File: src/rtl/config_mux_pipe_if.sv
// Bus bundle for config_mux_pipe: serial config chain plus data beat.
// The data side carries one beat per cycle with a valid tag and no backpressure.
interface config_mux_pipe_if #(
    parameter int N_INPUTS = 20
);
    logic                config_enable;
    logic                config_in;
    logic                config_out;
    logic                config_load;
    logic                valid_in;
    logic [N_INPUTS-1:0] data_in;
    logic                valid_out;
    logic                data_out;

    modport master (
        output config_enable,
        output config_in,
        output config_load,
        output valid_in,
        output data_in,
        input  config_out,
        input  valid_out,
        input  data_out
    );

    modport slave (
        input  config_enable,
        input  config_in,
        input  config_load,
        input  valid_in,
        input  data_in,
        output config_out,
        output valid_out,
        output data_out
    );
endinterface

File: src/rtl/config_mux_pipe.sv
// N:1 routing mux: serially configured selector, 2:1 tree, optional per-level pipe regs.
// Define CONFIG_SHADOW_EN to shift into a shadow register applied by config_load.
module config_mux_pipe #(
    parameter int                   N_INPUTS  = 20,
    parameter int                   SEL_WIDTH = 5,
    parameter logic [SEL_WIDTH-1:0] PIPE_MASK = '0
) (
    input logic              clock,
    input logic              nreset,
    config_mux_pipe_if.slave bus
);
    localparam int W = 1 << SEL_WIDTH;

    logic [SEL_WIDTH-1:0] chain_q;
    logic [SEL_WIDTH:0]   chain_sh;
    logic [SEL_WIDTH-1:0] sel_act;
    logic                 gate;

    assign chain_sh = {bus.config_in, chain_q};

`ifdef CONFIG_SHADOW_EN
    logic [SEL_WIDTH-1:0] act_q;

    // Load samples the pre-shift shadow when both strobes coincide.
    always_ff @(posedge clock) begin
        if (!nreset) begin
            chain_q <= '0;
            act_q   <= '0;
        end else begin
            if (bus.config_enable)
                chain_q <= chain_sh[SEL_WIDTH:1];
            if (bus.config_load)
                act_q <= chain_q;
        end
    end

    assign sel_act = act_q;
    assign gate    = bus.config_load;
`else
    logic unused_load;

    always_ff @(posedge clock) begin
        if (!nreset)
            chain_q <= '0;
        else if (bus.config_enable)
            chain_q <= chain_sh[SEL_WIDTH:1];
    end

    assign sel_act     = chain_q;
    assign gate        = bus.config_enable;
    assign unused_load = bus.config_load;
`endif

    assign bus.config_out = chain_q[0];

    logic [SEL_WIDTH:0][W-1:0]         lvl_d;
    logic [SEL_WIDTH:0]                lvl_v;
    logic [SEL_WIDTH:0][SEL_WIDTH-1:0] lvl_s;
    logic                              entry_off;

    // Reset also blanks entry so combinational levels output 0 in reset.
    assign entry_off = gate | ~nreset;

    assign lvl_d[SEL_WIDTH] = entry_off ? '0 : W'(bus.data_in);
    assign lvl_v[SEL_WIDTH] = bus.valid_in & ~entry_off;
    assign lvl_s[SEL_WIDTH] = sel_act;

    for (genvar k = 0; k < SEL_WIDTH; k++) begin : g_lvl
        localparam int H = 1 << k;
        logic [W-1:0] m;

        always_comb begin
            m = '0;
            if (lvl_s[k+1][k])
                m[H-1:0] = lvl_d[k+1][2*H-1:H];
            else
                m[H-1:0] = lvl_d[k+1][H-1:0];
        end

        if (PIPE_MASK[k]) begin : g_reg
            logic [W-1:0]         d_q;
            logic                 v_q;
            logic [SEL_WIDTH-1:0] s_q;

            always_ff @(posedge clock) begin
                if (!nreset) begin
                    d_q <= '0;
                    v_q <= 1'b0;
                    s_q <= '0;
                end else begin
                    d_q <= m;
                    v_q <= lvl_v[k+1];
                    s_q <= lvl_s[k+1];
                end
            end

            assign lvl_d[k] = d_q;
            assign lvl_v[k] = v_q;
            assign lvl_s[k] = s_q;
        end else begin : g_comb
            assign lvl_d[k] = m;
            assign lvl_v[k] = lvl_v[k+1];
            assign lvl_s[k] = lvl_s[k+1];
        end
    end

    assign bus.data_out  = lvl_d[0][0];
    assign bus.valid_out = lvl_v[0];

    logic unused_bits;
    assign unused_bits = ^{lvl_d, lvl_s, chain_sh[0]};
endmodule
File: src/flat_wrapper.sv
// flat-port wrapper written by rule: the top's interface ports become plain ports
module config_mux_pipe_flat 
#(
    parameter int                   N_INPUTS  = 20,
    parameter int                   SEL_WIDTH = 5,
    parameter logic [SEL_WIDTH-1:0] PIPE_MASK = '0
)
  (clock, nreset, bus_config_enable, bus_config_in, bus_config_load, bus_valid_in, bus_data_in, bus_config_out, bus_valid_out, bus_data_out);
  config_mux_pipe_if #(.N_INPUTS(N_INPUTS)) bus_i ();
  input logic clock;
  input logic nreset;
  input wire logic [$bits(bus_i.config_enable)-1:0] bus_config_enable;
  input wire logic [$bits(bus_i.config_in)-1:0] bus_config_in;
  input wire logic [$bits(bus_i.config_load)-1:0] bus_config_load;
  input wire logic [$bits(bus_i.valid_in)-1:0] bus_valid_in;
  input wire logic [$bits(bus_i.data_in)-1:0] bus_data_in;
  output wire logic [$bits(bus_i.config_out)-1:0] bus_config_out;
  output wire logic [$bits(bus_i.valid_out)-1:0] bus_valid_out;
  output wire logic [$bits(bus_i.data_out)-1:0] bus_data_out;
  assign bus_i.config_enable = bus_config_enable;
  assign bus_i.config_in = bus_config_in;
  assign bus_i.config_load = bus_config_load;
  assign bus_i.valid_in = bus_valid_in;
  assign bus_i.data_in = bus_data_in;
  assign bus_config_out = bus_i.config_out;
  assign bus_valid_out = bus_i.valid_out;
  assign bus_data_out = bus_i.data_out;
  config_mux_pipe #(.N_INPUTS(N_INPUTS), .SEL_WIDTH(SEL_WIDTH), .PIPE_MASK(PIPE_MASK)) u_core (.clock(clock), .nreset(nreset), .bus(bus_i));
endmodule
File: config.mk
export PLATFORM = sky130hd
export DESIGN_NAME = config_mux_pipe_flat
export DESIGN_NICKNAME = d
export VERILOG_FILES = /design/src/rtl/config_mux_pipe_if.sv /design/src/rtl/config_mux_pipe.sv /design/src/flat_wrapper.sv
export SDC_FILE = /design/constraint.sdc
export NUM_CORES = 1
export LEC_CHECK = 0
export BUFFER_PORTS_ARGS = -buffer_cell sky130_fd_sc_hd__clkbuf_2
export CAP_MARGIN = 25
export CORE_AREA = 2 2 39 41
export CTS_CLUSTER_SIZE = 24
export DETAILED_ROUTE_END_ITERATION = 10
export DIE_AREA = 0 0 41 43
export GPL_TIMING_DRIVEN = 0
export PLACE_DENSITY = 0.66
export SETUP_SLACK_MARGIN = 0.4
export SYNTH_ARGS = -nofsm -noshare
export SYNTH_HDL_FRONTEND = slang
export SYNTH_SLANG_ARGS = --single-unit
File: constraint.sdc
create_clock -name clock -period 1.6 [get_ports clock]
set_input_delay 0.16 -clock clock [delete_from_list [all_inputs] [get_ports clock]]
set_output_delay 0.16 -clock clock [all_outputs]
set_load 0.005 [all_outputs]
==> flow_summary.ini <==
[power]
power.density_mw_per_mm2 = 552
p_total_w = 0.000366
p_comb_share_pct = 24.8
swShare_pct = 23.9
power_frac_seq_pct = 35.4
p_int_w = 0.000279
vdd_drop_max_v = 0.000286
power_frac_clock_pct = 39.8
p_sw_w = 0.0000875
leakage_nw = 0.308

[cells_and_area]
nets = 101
multi_input_area_um2 = 323
drive_above_1_share_pct = 58.1
area_growth_pct = 46.7
reg.largest.list = u_core.chain_q x5
final_area_um2 = 664
utilization_pct = 48.0
seqCellArea_um2 = 101
regMostFlops = u_core.chain_q
largest_reg_flops = 5
antenna_cells = 0
fill_cells = 142

[route]
met3WireLength_um = 90
drt_iter0_markers = 6
vias = 431
wl_per_cell_um = 11.9
post-route-drc-count = 0
ant_nets = 0
routed_wl_mm = 1.07
met2WireLength_um = 527
top_layer_used = met4
vias_per_cell = 4.79
m1WireLength_um = 405
drtPass1Iterations = 3

[synth]
avgSynthCellArea_um2 = 10.8
syn_area_um2 = 453
yosysSeqAreaShare_pct = 22.1
ys_seq_elements = 5
synthCells = 42
ys_types = 17
yosysWarnings = 0
syn_nets = 68

[clocking]
max-clock-path-buffers = 2
cts_tree = done
clock-root-buffer = clkbuf_4
ctsHoldBuffers = 0
h-tree-depth = 1
cts.sinks = 5
clk_pin_slew_ns = 0.04
cts_buffers = 3
clk_latency_ns = 0.24

[sta]
timing.final.ws_setup_ns = -0.301
holdWs_ns = 0.174
fmax_mhz = 526
rsz0062_at_grt = true
finalHoldViolCount = 0
setup_viol_count_final = 1
report.final.slew_viol_count = 0
worst_slew_pin_slew_ns = 0.256
post-route-period-util_pct = 119
slew_headroom_pct = 82.9
period_minus_slack_ns = 1.90
skew_ns = 0.000187

[global_routing]
gr-total-overflow = 0
antenna_found_initial = 0
grt_max_degree = 10
grt_pass1_vias = 381
grt_pass1_wl_mm = 1.58
grt_use_total_pct = 13.5

[hold_path]
min_to = u_core.chain_q[4]$_SDFFE_PN0P_
hold_path_depth = 3
hold_class = in -> reg
worstHoldStart = bus_config_in

[placement]
place.gp.congestion = 0.701
io_buffers = 26
dpl_cell_area_um2 = 608
dp_slack_ns = -0.108

[setup_path]
cpMaxStageDelayCell = or4_4
cp_cell_sequence = buf_6 -> mux4_2 -> o31ai_4 -> or4_4 -> o31ai_2 -> clkbuf_2
end_kind = primary output
cp.buffers_inverters = 2
crit_path_start_kind = flop
r2r-start = u_core.chain_q[3]$_SDFFE_PN0P_
crit_path_max_incr_delay_ns = 0.42
critPathKind = reg -> out
cp.arrival_ns = 1.74
crit_family = simple AND/OR/NAND/NOR gates
timing.rr.end = u_core.chain_q[2]$_SDFFE_PN0P_
ff2ff_setup_slack_ns = 0.74
reg2reg_depth = 4
worstPathMaxFanout = 4
critical_path_required_ns = 1.44

[floorplan]
die_y_um = 43
die-area_mm2 = 0.00176
placementRows = 14
coreArea_mm2 = 0.00138
start_util_pct = 32.7
io_pins = 29
die_x_um = 41

[outcome]
outcome = finished, violations left
failed_checks = negative setup slack

[run]
maxCapViolCount = 0
## worst register-to-register path, stage by stage (launching register included)
cell     delay (ns)
dfxtp_2        0.31
buf_6          0.12
buf_4          0.14
mux2i_1        0.13
nor2b_1        0.06
## power by group through the flow
stage / Sequential, W / Clock (W) / Combinational [W]
floorplan: 0.000132 / 0 / 0.0000468
global placement: 0.000132 / 0 / 0.0000808
detailed placement: 0.000132 / 0 / 0.0000841
CTS: 0.000130 / 0.000152 / 0.0000901
global route: 0.000130 / 0.000165 / 0.0000997
finish: 0.000130 / 0.000146 / 0.0000909
## metrics by stage
step	TNS, ns	cells
6_report	-0.301	90
5_1_grt	-0.372	90
4_1_cts	-0.322	90
3_5_place_dp	-0.108	84
3_3_place_gp	-0.0906	84
2_1_floorplan	0	42
## area by class of cell
class	instances	share of cell area, %
Clock buffer	4	3.95
Sequential cell	5	15.3
Multi-Input combinational cell	32	48.6
Tap cell	16	3.01
Buffer	4	6.78
Inverter	1	0.565
Timing Repair Buffer	28	21.8
## cell usage in the layout, fill, tap and decap left out
cell type and count:
clkbuf_2 26, o31ai_4 1, nor2b_1 6, dfxtp_1 4, nor2b_2 1, a21o_1 2
and2_1 1, mux4_1 1, inv_1 1, mux4_2 2, and2b_2 1, clkbuf_4 3
nor3_1 1, buf_6 4, buf_4 2, mux2i_1 9, dfxtp_2 1, o31ai_2 1
o21ai_0 1, or4_4 1, nor3b_1 2, clkbuf_1 1, o31ai_1 1, o211ai_1 1
## timing repair
item,4_1_cts,5_1_grt
gates resized for setup,2,3
setup endpoints to repair,1,1
hold endpoints to repair,0,0
pin swaps,1,0
setup buffers,2,0
## worst max-delay path by stage
stage                     slack, ns                           start  cells past startpoint           end
after floorplan                 0.1  u_core.chain_q[3]$_SDFFE_PN0P_                      5  bus_data_out
after global placement        -0.09  u_core.chain_q[3]$_SDFFE_PN0P_                      6  bus_data_out
after detailed placement      -0.11  u_core.chain_q[3]$_SDFFE_PN0P_                      6  bus_data_out
after CTS                     -0.32  u_core.chain_q[3]$_SDFFE_PN0P_                      6  bus_data_out
after global routing          -0.37  u_core.chain_q[3]$_SDFFE_PN0P_                      6  bus_data_out
final                         -0.30  u_core.chain_q[3]$_SDFFE_PN0P_                      6  bus_data_out
## cells in the mapped netlist, drive strengths merged
cell type	number	share of area, %
o211ai	1	1.7
and2	1	1.4
nor2b	7	10
inv	1	0.83
nor3b	2	3.3
nor3	1	1.1
o21ai	1	1.1
a21o	2	3.3
mux4	3	17
mux2i	9	20
or4	1	1.7
and2b	1	1.9
dfxtp	5	22
o31ai	3	5.0
buf	4	9.9
## logic make-up after synthesis
group,count (synthesis),share of synthesized area (%)
and+or+nand+nor,13,19.6
muxes,12,36.5
AOI/OAI and AO/OA,7,11.0
DFF,5,22.1
buffers and inverters,5,10.8
## metal layers
metal / vias up / global-route usage, %
li1: 220 / -
met1: 189 / 14.6
met2: 18 / 21.9
met3: 4 / 4.71
met4: 0 / 6.67
met5: - / 0
Power figures use the tool's default switching activity.
